`config.mk`:
```
export PLATFORM = sky130hd
export DESIGN_NAME = route_selector_adaptive
export DESIGN_NICKNAME = d
export VERILOG_FILES = /design/src/rtl/route_selector_adaptive.sv
export SDC_FILE = /design/constraint.sdc
export NUM_CORES = 1
export LEC_CHECK = 0
export BUFFER_PORTS_ARGS = -buffer_cell sky130_fd_sc_hd__buf_2
export CAP_MARGIN = 5
export CORE_AREA = 2 2 39 41
export DETAILED_ROUTE_END_ITERATION = 16
export DIE_AREA = 0 0 41 43
export PLACE_DENSITY = 0.73
export REMOVE_ABC_BUFFERS = 1
export SLEW_MARGIN = 30
export SYNTH_ARGS = -nofsm -noshare
export SYNTH_HDL_FRONTEND = slang
export SYNTH_SLANG_ARGS = --single-unit
```
`constraint.sdc`:
```
create_clock -name clk_i -period 2.8 [get_ports clk_i]
set_clock_uncertainty 0.2 [all_clocks]
set_input_delay 0.42 -clock clk_i [delete_from_list [all_inputs] [get_ports clk_i]]
set_output_delay 0.42 -clock clk_i [all_outputs]
set_load 0.1 [all_outputs]
```
`src/rtl/route_selector_adaptive.sv`:
```
// Per-input output-port selector for a 5-port mesh router: XY, YX or west-first adaptive
// routing, with a one-hot wormhole lock that is held until the tail flit transfers.
module route_selector_adaptive #(
  parameter int MAX_ROUTERS_X       = 4,
  parameter int MAX_ROUTERS_X_WIDTH = $clog2(MAX_ROUTERS_X),
  parameter int MAX_ROUTERS_Y       = 4,
  parameter int MAX_ROUTERS_Y_WIDTH = $clog2(MAX_ROUTERS_Y),
  parameter int ROUTER_X            = 0,
  parameter int ROUTER_Y            = 0,
  parameter int CHANNEL_NUMBER      = 5,
  parameter int ALGORITHM           = 0
) (
  input  logic                           clk_i,
  input  logic                           rst_n_i,
  input  logic                           head_valid_i,
  input  logic [MAX_ROUTERS_X_WIDTH-1:0] target_x_i,
  input  logic [MAX_ROUTERS_Y_WIDTH-1:0] target_y_i,
  output logic                           route_ready_o,
  input  logic [CHANNEL_NUMBER-1:0]      out_free_i,
  input  logic                           flit_fire_i,
  input  logic                           tail_i,
  output logic [CHANNEL_NUMBER-1:0]      selector_o,
  output logic                           route_valid_o,
  output logic                           route_error_o
);
  localparam int XW = MAX_ROUTERS_X_WIDTH;
  localparam int YW = MAX_ROUTERS_Y_WIDTH;
  localparam logic [XW:0]   X_LIMIT = MAX_ROUTERS_X[XW:0];
  localparam logic [YW:0]   Y_LIMIT = MAX_ROUTERS_Y[YW:0];
  localparam logic [XW-1:0] RX      = ROUTER_X[XW-1:0];
  localparam logic [YW-1:0] RY      = ROUTER_Y[YW-1:0];

  localparam int P_LOCAL = 0;
  localparam int P_NORTH = 1;
  localparam int P_EAST  = 2;
  localparam int P_SOUTH = 3;
  localparam int P_WEST  = 4;

  typedef enum logic [1:0] {IDLE, WAIT, LOCKED} state_t;

  state_t                      state_q, state_d;
  logic [CHANNEL_NUMBER-1:0]   sel_q, sel_d;
  logic                        vld_q, vld_d;
  logic                        err_q, err_d;
  logic                        rr_q, rr_d;
  logic [XW-1:0]               tx_q, tx_d;
  logic [YW-1:0]               ty_q, ty_d;

  logic [XW-1:0]               cur_x;
  logic [YW-1:0]               cur_y;
  logic                        out_of_range;
  logic [CHANNEL_NUMBER-1:0]   cand, grant, x_part, y_part, pick;
  logic                        tie;

  // Legal output directions for a target; local only when both coordinates match.
  function automatic logic [CHANNEL_NUMBER-1:0] candidates(input logic [XW-1:0] tx,
                                                            input logic [YW-1:0] ty);
    logic [CHANNEL_NUMBER-1:0] c;
    c = '0;
    if (ALGORITHM == 1) begin
      if (ty < RY)      c[P_NORTH] = 1'b1;
      else if (ty > RY) c[P_SOUTH] = 1'b1;
      else if (tx > RX) c[P_EAST]  = 1'b1;
      else if (tx < RX) c[P_WEST]  = 1'b1;
      else              c[P_LOCAL] = 1'b1;
    end else if (ALGORITHM == 2) begin
      if (tx < RX) c[P_WEST] = 1'b1;
      else begin
        if (tx > RX) c[P_EAST]  = 1'b1;
        if (ty < RY) c[P_NORTH] = 1'b1;
        if (ty > RY) c[P_SOUTH] = 1'b1;
        if (tx == RX && ty == RY) c[P_LOCAL] = 1'b1;
      end
    end else begin
      if (tx > RX)      c[P_EAST]  = 1'b1;
      else if (tx < RX) c[P_WEST]  = 1'b1;
      else if (ty < RY) c[P_NORTH] = 1'b1;
      else if (ty > RY) c[P_SOUTH] = 1'b1;
      else              c[P_LOCAL] = 1'b1;
    end
    return c;
  endfunction

  assign route_ready_o = (state_q == IDLE);
  assign selector_o    = sel_q;
  assign route_valid_o = vld_q;
  assign route_error_o = err_q;

  // In IDLE the route is evaluated on the incoming head; in WAIT on the stored target.
  always_comb begin
    cur_x = tx_q;
    cur_y = ty_q;
    if (state_q == IDLE) begin
      cur_x = target_x_i;
      cur_y = target_y_i;
    end
    out_of_range = ({1'b0, target_x_i} >= X_LIMIT) || ({1'b0, target_y_i} >= Y_LIMIT);
    cand   = candidates(cur_x, cur_y);
    grant  = cand & out_free_i;
    x_part = '0;
    y_part = '0;
    x_part[P_EAST]  = grant[P_EAST];
    x_part[P_WEST]  = grant[P_WEST];
    y_part[P_NORTH] = grant[P_NORTH];
    y_part[P_SOUTH] = grant[P_SOUTH];
    tie  = (ALGORITHM == 2) && (x_part != '0) && (y_part != '0);
    pick = grant;
    if (tie) pick = rr_q ? y_part : x_part;
  end

  always_comb begin
    state_d = state_q;
    sel_d   = sel_q;
    vld_d   = vld_q;
    err_d   = 1'b0;
    rr_d    = rr_q;
    tx_d    = tx_q;
    ty_d    = ty_q;
    case (state_q)
      IDLE: begin
        if (head_valid_i) begin
          if (out_of_range) begin
            err_d = 1'b1;
          end else begin
            tx_d = target_x_i;
            ty_d = target_y_i;
            if (grant != '0) begin
              state_d = LOCKED;
              sel_d   = pick;
              vld_d   = 1'b1;
              if (tie) rr_d = ~rr_q;
            end else begin
              state_d = WAIT;
            end
          end
        end
      end
      WAIT: begin
        if (grant != '0) begin
          state_d = LOCKED;
          sel_d   = pick;
          vld_d   = 1'b1;
          if (tie) rr_d = ~rr_q;
        end
      end
      LOCKED: begin
        if (flit_fire_i && tail_i) begin
          state_d = IDLE;
          sel_d   = '0;
          vld_d   = 1'b0;
        end
      end
      default: begin
        state_d = IDLE;
        sel_d   = '0;
        vld_d   = 1'b0;
      end
    endcase
  end

  always_ff @(posedge clk_i or negedge rst_n_i) begin
    if (!rst_n_i) begin
      state_q <= IDLE;
      sel_q   <= '0;
      vld_q   <= 1'b0;
      err_q   <= 1'b0;
      rr_q    <= 1'b0;
    end else begin
      state_q <= state_d;
      sel_q   <= sel_d;
      vld_q   <= vld_d;
      err_q   <= err_d;
      rr_q    <= rr_d;
    end
  end

  // Stored target is pure data and needs no reset.
  always_ff @(posedge clk_i) begin
    tx_q <= tx_d;
    ty_q <= ty_d;
  end
endmodule

```
; ---- Word level (Yosys, flattened, before mapping)
; Index checks and enable logic that the tools add are counted.
[word_totals]
regBits = 12
out_inout_bits = 8
word_cells = 47
in_bits = 14
[op_classes]
n_reduce_logical = 6
n_bitwise = 1
eq_ne = 5
n_mux = 26
order_cmp = 4
[ops]
columns = op, count
row1 = $mux 2, 9
row2 = $mux 5, 3
row3 = $pmux 5 s3, 1
row4 = $mux 1, 11
row5 = $ne 2x2->1 const B, 3
row6 = $pmux 2 s3, 1
row7 = $and 5x5->5, 1
row8 = $reduce_bool 5->1, 1
row9 = $gt 2x1->1 const B, 2
row10 = $lt 2x1->1 const B, 2
row11 = $reduce_and 2->1, 2
row12 = $pmux 1 s3, 1
row13 = $reduce_and 3->1, 1
row14 = $eq 2x1->1 const B, 1
row15 = $eq 2x2->1 const B, 1
row16 = $logic_not 2->1, 1
row17 = $logic_and 1x1->1, 1

; ---- Longest topological paths before layout
; Gate-level depths: netlist (run 1).
[depth]
word_depth = 12
depth_mapped = 5
depth_no_buf = 5

; ---- Worst setup path after synthesis (run 1)
; No wires, ideal clock.
[synth_path]
kind = flip-flop to flip-flop
from = reg state_q[1]
to = reg vld_q, in the netlist route_valid_o
setup_slack_ns = 0.560
required_time_ns = 2.468
setup_time_ns = 0.132
synth_period_minus_slack_ns = 2.240
stages_incl_launch_ff = 6
n_path_buf = 0
arrival_ns = 1.908
path_cell_list = dfrtp_1 -> or2_4 -> inv_1 -> o31ai_1 -> a211oi_2 -> o21ai_0
[synth_between]
elab_chain_cells = 12
elab_cells_between_ends = 28
classes_between = order compare (4) / eq/ne (4) / mux (16) / bitwise (1) / reduce/logical (3)
[synth_lines]
columns = element, line
row1 = start: declaration, 41  ; state_t state_q, state_d;
row2 = start signal: assignment, 169  ; state_q <= state_d;
row3 = $logic_not 2->1 *, n/a
row4 = via route_ready_o, 18  ; output logic route_ready_o,
row5 = $mux 2, 93  ; if (state_q == IDLE) begin
row6 = $gt 2x1->1, 78  ; else if (ty > RY) c[P_SOUTH] = 1'b1;
row7 = $mux 1, 78
row8 = $mux 1, 77  ; else if (ty < RY) c[P_NORTH] = 1'b1;
row9 = $mux 2 or $mux 1 (tied branches), 76  ; else if (tx < RX) c[P_WEST] = 1'b1;
row10 = $mux 2, 75  ; if (tx > RX) c[P_EAST] = 1'b1;
row11 = $and 5x5->5, 99  ; grant = cand & out_free_i;
row12 = $reduce_bool 5->1, "127, 139"
row13 = $mux 1 (2 in a row), n/a
row14 = $pmux 1 s3, 119  ; case (state_q)
row15 = end signal: assignment, 171  ; vld_q <= vld_d;
row16 = end: declaration, 43  ; logic vld_q, vld_d;
; Mark *: on every way through the listed nets, which the timed path passes. The rest lies on a longest branch. The select of a mux whose other input is x is not followed.
; A chain may end at the register's enable or synchronous reset.

; ---- Worst setup path in the final report (run 1)
[layout_path]
from = reg state_q[1]
to = out route_ready_o
[layout_between]
elab_chain_cells = 1
[layout_lines]
columns = element, line
row1 = $logic_not 2->1, 84  ; assign route_ready_o = (state_q == IDLE);
row2 = end: declaration, 18
; No other way between the ends.

==> results.json, run 1 <==
{
  "nets": 86,
  "synth_warnings": 0,
  "wl_per_cell_microns": 12.8,
  "critPathMaxStageDelay_ns": 0.45,
  "fmax_mhz": 464,
  "use_met3_pct": 3.14,
  "drcViolationCount": 0,
  "grtUsageMet2_pct": 23.4,
  "postCtsSetupRepairBufs": 0,
  "setup_tns_ns": 0,
  "end_kind": "output pin",
  "cts_resized": 0,
  "num_vias": 488,
  "h-tree-depth": 1,
  "synth_xor_area_share_pct": 0,
  "start_util_pct": 38.9,
  "worstSkewPairLatency_ns": 0.26,
  "critPathLaunchType": "register",
  "power.density_nw_per_um2": 1220,
  "die_h_microns": 43,
  "crit_chain": "or2_4, inv_1, buf_2",
  "max_slew_margin_pct": 52.1,
  "crit_fanout": 8,
  "leakagePower_nw": 0.288,
  "syn-cell-area_sq_um": 538,
  "worstPathArrival_ns": 1.54,
  "gp_congestion": 0.823,
  "ir_drop_mv": 0.621,
  "synth_fa_ha_area_share_pct": 0,
  "worstPathRequired_ns": 2.18,
  "cap_violations": 0,
  "rsz0062_at_grt": "no",
  "detail-route-antenna-nets": 0,
  "clk_pin_slew_worst_paths_ns": 0.06,
  "synthMuxAreaShare_pct": 0,
  "cp_top_family": "buffers and inverters",
  "io_pins": 22,
  "antenna_found_initial": 0,
  "grt_overflow": 0,
  "finalHoldViolations": 0,
  "yosysSeqAreaShare_pct": 50.2,
  "synth_compound_area_share_pct": 26.7,
  "crit_type": "register to output pin",
  "total_power_mw": 0.800,
  "port_buffers": 16,
  "worstMarginPinSlew_ns": 0.700,
  "die-area_sq_um": 1760,
  "clock_sinks": 10,
  "synth_seq_cells": 10,
  "met1_usage_pct": 16.7,
  "timing.final.crit_share_pct": 77.0,
  "syn_to_final_growth_pct": 21.9,
  "finalMaxSlewViolations": 0,
  "synthTopCellsByArea": "dfrtp_1, edfxtp_1, o21ai_0",
  "synth.avg_cell_area_sq_um": 10.5,
  "synth_simple_gate_area_share_pct": 16.7,
  "fp-row-count": 14,
  "critical_path_buf_inv_count": 2,
  "hp-class": "input pin to register",
  "grt_start_max_net_pins": 9,
  "die_w_microns": 41,
  "yosysUniqueCellTypes": 25,
  "first_pass_iters": 4,
  "grt_pass1_wl_microns": 1730,
  "cts_tree": "done",
  "routed_wl_microns": 1110,
  "grt_usage_pct": 14.8,
  "cts_root_buf": "clkbuf_4",
  "finalSetupViolations": 0,
  "status": "finished clean",
  "diodes": 0,
  "yosysTopAreaCell": "dfrtp_1",
  "synth_cells": 51,
  "cts_buffers": 3,
  "via_per_inst": 5.67,
  "hold_buffers": 1,
  "grt_pass1_vias": 455,
  "busiest_layer": "met2",
  "slowest_stage": "dfrtp_1",
  "fin_crit_ns": 2.16,
  "final_util_pct": 47.4,
  "clockBufferDepth": 2,
  "hpwl_microns": 866,
  "drive_above_1_share_pct": 35.7,
  "drt_iter0_drc": 10,
  "synth_top_cell_area_share_pct": 27.9,
  "synth_top_family_by_area": "compound AO/OA/AOI/OAI gates",
  "core_area_sq_um": 1380
}
[cell type report]
type                    instances  area, sq um
well taps                      16         20.0
inverters                       2         7.51
flip-flops and latches         10          270
multi-input cells              38          245
fillers                       140          728
clock buffers                   3         22.5
repair buffers                 17         90.1
[metrics by stage]
| stage | cells | area (sq um) | hold WS (ns) | setup slack, ns |
|---|---|---|---|---|
| 6_report | 86 | 656 | 0.149 | 0.644 |
| 3_3_place_gp | 82 | 623 | 0.0511 | 0.915 |
| 2_1_floorplan | 50 | 523 | -0.0756 | 0.560 |
| 5_1_grt | 86 | 656 | 0.147 | 0.571 |
| 3_5_place_dp | 82 | 623 | 0.0520 | 0.899 |
| 4_1_cts | 86 | 656 | 0.148 | 0.637 |
[sequential cells by signal, summed over array words and instances (netlist names)]
signal and count:
selector_o 3, route_valid_o 1, ty_q 2, state_q 2
tx_q 2
[metal layers]
metal / vias to the layer above / part of all wire, %
met5: - / 0
met4: 0 / 2.4
met3: 3 / 5.9
met2: 21 / 50
met1: 232 / 42
li1: 232 / -
[cells by family after synthesis]
group / after synthesis
other cells: 1
simple gates: 16
buf+inv: 5
compound gates: 19
flops: 10
[cells in the mapped netlist, drive strengths merged]
cell type  n
o21ai      7
dfrtp      6
nand3      5
edfxtp     4
nor2       4
buf        3
o211ai     3
a211oi     2
a21o       2
inv        2
a2111oi    1
a21oi      1
and2       1
and3       1
conb       1
nand2      1
nand4      1
nor4       1
o21a       1
o311a      1
o31ai      1
or2        1
or4        1
[final timing paths]
path | startpoint | to | slack, ns | cells after the start
min in group asynchronous | rst_n_i | selector_o[0] | 0.30 | 2
worst max register to register | state_q[1] | selector_o[2] | 0.87 | 4
worst min register to register | route_valid_o | route_valid_o | 0.33 | 2
worst min-delay path | target_x_i[0] | tx_q[0] | 0.15 | 1
max in group asynchronous | rst_n_i | state_q[1] | 1.96 | 2
worst max-delay path | state_q[1] | route_ready_o | 0.64 | 3
[placed cells by master, fill, tap and decap left out, types with 2 or more instances in the layout]
cell and instances:
edfxtp_1 4, inv_1 2, nand3_1 5, o21ai_0 7
nor2_1 4, clkbuf_4 3, buf_2 16, o211ai_1 3
conb_1 3, dfrtp_1 6
[report_power, final]
part           leakage, nW  switching [mW]  total [mW]  internal [mW]
logic                0.160           0.368       0.465         0.0967
clock network       0.0138          0.0460      0.0955         0.0495
registers            0.114          0.0374       0.239          0.202
(Power assumes the default switching activity.)
==> run 2: changes to the inputs <==
==> constraint.sdc (replaced) <==
create_clock -name clk_i -period 2 [get_ports clk_i]
set_clock_uncertainty 0.2 [all_clocks]
set_input_delay 0.3 -clock clk_i [delete_from_list [all_inputs] [get_ports clk_i]]
set_output_delay 0.3 -clock clk_i [all_outputs]
set_load 0.1 [all_outputs]
==> run 2 against run 1 <==
  * Combinational power increased by 53%
  * Sequential share of layout area down 1.6 points
  * Wire length grew 3.0%
  * Non-clock buffer count is 1 higher
  * Power up 48%
  * Count of clock-buffer cells in the layout unchanged
  * Highest routed layer unchanged
==> results.json, run 2 (synthesized netlist as in run 1, its figures left out) <==
{
  "cts_tree": "done",
  "setup_tns_ns": 0,
  "worstPathArrival_ns": 1.83,
  "die_h_microns": 43,
  "final_util_pct": 49.5,
  "port_buffers": 16,
  "drive_above_1_share_pct": 39.4,
  "clockBufferDepth": 2,
  "routed_wl_microns": 1140,
  "cts_root_buf": "clkbuf_4",
  "gp_congestion": 0.832,
  "stdcell_count": 87,
  "grt_usage_pct": 15.6,
  "cp_num_cells": 4,
  "antenna_found_initial": 0,
  "num_vias": 480,
  "hpwl_microns": 901,
  "placed_area_sq_um": 646,
  "hold_end": "tx_q[1]",
  "timing.final.crit_share_pct": 95.2,
  "first_pass_iters": 4,
  "cts_buffers": 3,
  "die-area_sq_um": 1760,
  "crit_fanout": 5,
  "setup_slack_ns": 0.0965,
  "diodes": 0,
  "finalHoldViolations": 0,
  "crit_chain": "or4_4, o311a_4, a211oi_2, o21ai_0",
  "critPathMaxStageDelay_ns": 0.57,
  "dp.cells": 83,
  "drt_iter0_drc": 9,
  "crit_type": "register to register",
  "grt_overflow": 0,
  "hold_start": "target_x_i[1]",
  "ir_drop_mv": 0.893,
  "postCtsSetupRepairBufs": 0,
  "reg2reg_depth": 4,
  "grt_start_max_net_pins": 9,
  "worstMarginPinSlew_ns": 0.567,
  "r2r_start": "state_q[0]",
  "die_w_microns": 41,
  "wl_per_cell_microns": 13.1,
  "cp_top_family": "compound AO/OA/AOI/OAI gates",
  "r2r-end": "state_q[1]",
  "core_area_sq_um": 1380,
  "end_kind": "register",
  "fp-row-count": 14,
  "start_util_pct": 38.9,
  "grt_pass1_vias": 443,
  "largest_reg_flops": 3,
  "clock_sinks": 10,
  "io_pins": 22,
  "final_common_cell": "buf_2",
  "power.density_nw_per_um2": 1730,
  "worstPathRequired_ns": 1.93,
  "syn_to_final_growth_pct": 27.2,
  "critPathLaunchType": "register",
  "hold_depth": 1,
  "drcViolationCount": 0,
  "worstSkewPairLatency_ns": 0.26,
  "critical_path_buf_inv_count": 0,
  "finalSetupViolations": 0,
  "slowest_stage": "or4_4",
  "fmax_mhz": 525,
  "total_power_mw": 1.18,
  "design_area_sq_um": 684,
  "max_slew_margin_pct": 62.0,
  "h-tree-depth": 1,
  "holdWs_ns": 0.0225,
  "fin_crit_ns": 1.90,
  "leakagePower_nw": 0.299,
  "grt_pass1_wl_microns": 1810,
  "final.fill_count": 142,
  "nets": 87,
  "status": "finished clean",
  "cap_violations": 0,
  "finalMaxSlewViolations": 0,
  "clk_pin_slew_worst_paths_ns": 0.06,
  "detail-route-antenna-nets": 0,
  "dp_slack_ns": 0.113,
  "hp-class": "input pin to register",
  "mostFrequentLayoutCells": "buf_2, o21ai_0, nand3_1, dfrtp_1",
  "via_per_inst": 5.52,
  "rrSetupSlack_ns": 0.1
}
[run 2: changes by cell type in the layout (fill, tap and decap cells not counted)]
cell     before  now
o31ai_2       0    1
buf_12        0    1
buf_4         0    1
dfrtp_2       0    1
dfrtp_1       6    5
buf_2        16   15
o31ai_1       1    0
[run 2: worst max-delay path by stage]
stage                from       endpoint  slack (ns)
3_5_place_dp   state_q[1]     state_q[1]        0.11
2_1_floorplan  state_q[1]  route_valid_o       -0.24
3_3_place_gp   state_q[1]  route_valid_o        0.15
4_1_cts        state_q[1]     state_q[1]        0.11
5_1_grt        state_q[1]     state_q[1]      -0.002
6_report       state_q[0]     state_q[1]         0.1
[run 2: where the power goes]
| part | internal [mW] | switching, mW |
|---|---|---|
| logic | 0.182 | 0.529 |
| clock network | 0.0694 | 0.0655 |
| registers | 0.285 | 0.0545 |
| total | 0.536 | 0.649 |
[run 2: final cells by class]
cell class | instances | area [sq um] | share of cell area (%)
inverter | 2 | 7.51 | 1.10
timing repair buffer | 18 | 113 | 16.5
multi-input combinational | 38 | 250 | 36.6
clock buffer | 3 | 22.5 | 3.29
sequential | 10 | 272 | 39.7
tap | 16 | 20.0 | 2.93
[run 2: metal layers]
metal / up-vias / GRT usage [%] / share of wire, %
li1: 231 / - / -
met5: - / 0 / 0
met2: 19 / 22.5 / 47
met3: 3 / 3.14 / 6.7
met1: 227 / 19.1 / 44
met4: 0 / 12.0 / 1.9
[run 2: what timing repair did]
item,in CTS,in global routing
hold buffers,1,0
endpoints found under the hold margin,6,0
setup endpoints to repair,0,5
resized for setup,0,2
==> run 3: changes to the inputs <==
--- a/config.mk
+++ b/config.mk
@@ -11,7 +11,6 @@
 export DETAILED_ROUTE_END_ITERATION = 16
 export DIE_AREA = 0 0 41 43
 export PLACE_DENSITY = 0.73
-export REMOVE_ABC_BUFFERS = 1
 export SLEW_MARGIN = 30
 export SYNTH_ARGS = -nofsm -noshare
 export SYNTH_HDL_FRONTEND = slang
==> run 3 against run 2 <==
  * Final area is 1.3% higher
  * Via count is 2.3% lower
  * Die area stayed put
  * Combinational power is 3.1% higher
  * Sequential power hardly changed
  * Global-route usage is 0.99 points lower
  * Largest cell class unchanged
  * Power is 2.0% higher
==> results.json, run 3 (synthesized netlist as in run 1, its figures left out) <==
{
  "syn_to_final_growth_pct": 28.8,
  "worstPathArrival_ns": 1.85,
  "fin_crit_ns": 1.85,
  "diodes": 0,
  "num_vias": 469,
  "timing.final.crit_share_pct": 92.3,
  "die_h_microns": 43,
  "nets": 87,
  "grt_usage_pct": 14.6,
  "cts_resized": 0,
  "die-area_sq_um": 1760,
  "top_layer_used": "met4",
  "final.fill_count": 144,
  "cts_root_buf": "clkbuf_4",
  "gp_congestion": 0.791,
  "leakagePower_nw": 0.297,
  "finalSetupViolations": 0,
  "hpwl_microns": 875,
  "finalMaxSlewViolations": 0,
  "fp-row-count": 14,
  "drt_iter0_drc": 5,
  "dp.cells": 83,
  "stdcell_count": 87,
  "antenna_found_initial": 0,
  "power.density_nw_per_um2": 1740,
  "via_per_inst": 5.39,
  "cap_violations": 0,
  "grt_start_max_net_pins": 9,
  "finalHoldViolations": 0,
  "routed_wl_microns": 1150,
  "holdWs_ns": 0.0253,
  "design_area_sq_um": 693,
  "port_buffers": 16,
  "largest_reg_flops": 3,
  "clk_pin_slew_worst_paths_ns": 0.06,
  "mostFrequentLayoutCells": "buf_2, dfrtp_1, nand3_1, o21ai_0",
  "crit_fanout": 8,
  "final_util_pct": 50.1,
  "grt_pass1_wl_microns": 1790,
  "critPathLaunchType": "register",
  "detail-route-antenna-nets": 0,
  "die_w_microns": 41,
  "first_pass_iters": 4,
  "wl_per_cell_microns": 13.2,
  "crit_type": "register to register",
  "end_kind": "register",
  "cts_tree": "done",
  "setup_slack_ns": 0.154,
  "ir_drop_mv": 1.04,
  "max_slew_margin_pct": 61.3,
  "rrSetupSlack_ns": 0.15,
  "dp_slack_ns": 0.180,
  "drcViolationCount": 0,
  "cts_buffers": 3,
  "worstPathRequired_ns": 2.00,
  "core_area_sq_um": 1380,
  "final_common_cell": "buf_2",
  "wl_met1_microns": 519,
  "clockBufferDepth": 2,
  "rsz0062_at_grt": "no",
  "drive_above_1_share_pct": 39.4,
  "h-tree-depth": 1,
  "io_pins": 22,
  "clock_sinks": 10,
  "hp-class": "input pin to register",
  "start_util_pct": 38.9,
  "grt_overflow": 0,
  "status": "finished clean",
  "postCtsSetupRepairBufs": 0,
  "grt_pass1_vias": 463,
  "placed_area_sq_um": 661,
  "fmax_mhz": 542,
  "wl_met3_microns": 74,
  "routed-wl-met2_microns": 536,
  "worstSkewPairLatency_ns": 0.26,
  "worstMarginPinSlew_ns": 0.577
}
==> run 3: area by class of cell <==
cell class	count	area, sq um	area share (%)
inverters	2	11.3	1.62
clock buffers	3	22.5	3.25
multi-input cells	38	256	37.0
well taps	16	20.0	2.89
repair buffers	18	113	16.2
flip-flops and latches	10	270	39.0
==> run 3: through the flow <==
stage / TNS (ns) / power, mW
3_3_place_gp: 0 / 1.06
3_5_place_dp: 0 / 1.07
2_1_floorplan: -0.848 / 0.905
5_1_grt: 0 / 1.27
4_1_cts: 0 / 1.21
6_report: 0 / 1.21
==> run 3: critical path: stages, from the launching register on <==
cell,delay (ns)
dfrtp_1,0.47
or2_4,0.20
clkinvlp_4,0.13
o311a_4,0.39
a211oi_2,0.23
o21a_1,0.16
==> run 3: repair_timing <==
item	in CTS	in global routing
hold buffers	1	0
hold endpoints to repair	6	0
setup endpoints to repair	0	0
==> run 3: final timing paths <==
| check | from | endpoint | depth (start not counted) |
|---|---|---|---|
| worst max-delay path | state_q[1] | state_q[0] | 5 |
| max in group asynchronous | rst_n_i | state_q[0] | 2 |
| worst min-delay path | target_x_i[1] | tx_q[1] | 1 |
| worst min register to register | route_valid_o | route_valid_o | 2 |
| min in group asynchronous | rst_n_i | selector_o[3] | 2 |
| worst max register to register | state_q[1] | state_q[0] | 5 |
==> run 3: layer usage <==
layer / vias up / GRT usage [%]
met1: 218 / 19.6
met4: 0 / 4.00
met2: 16 / 22.8
met3: 3 / 3.14
met5: - / 0
li1: 232 / -
==> run 3: power breakdown <==
group	leakage, nW	total [mW]	switching (mW)	internal, mW
Clock	0.0138	0.138	0.0683	0.0696
Sequential	0.114	0.338	0.0553	0.283
Combinational	0.169	0.732	0.538	0.194
Total	0.297	1.21	0.662	0.546
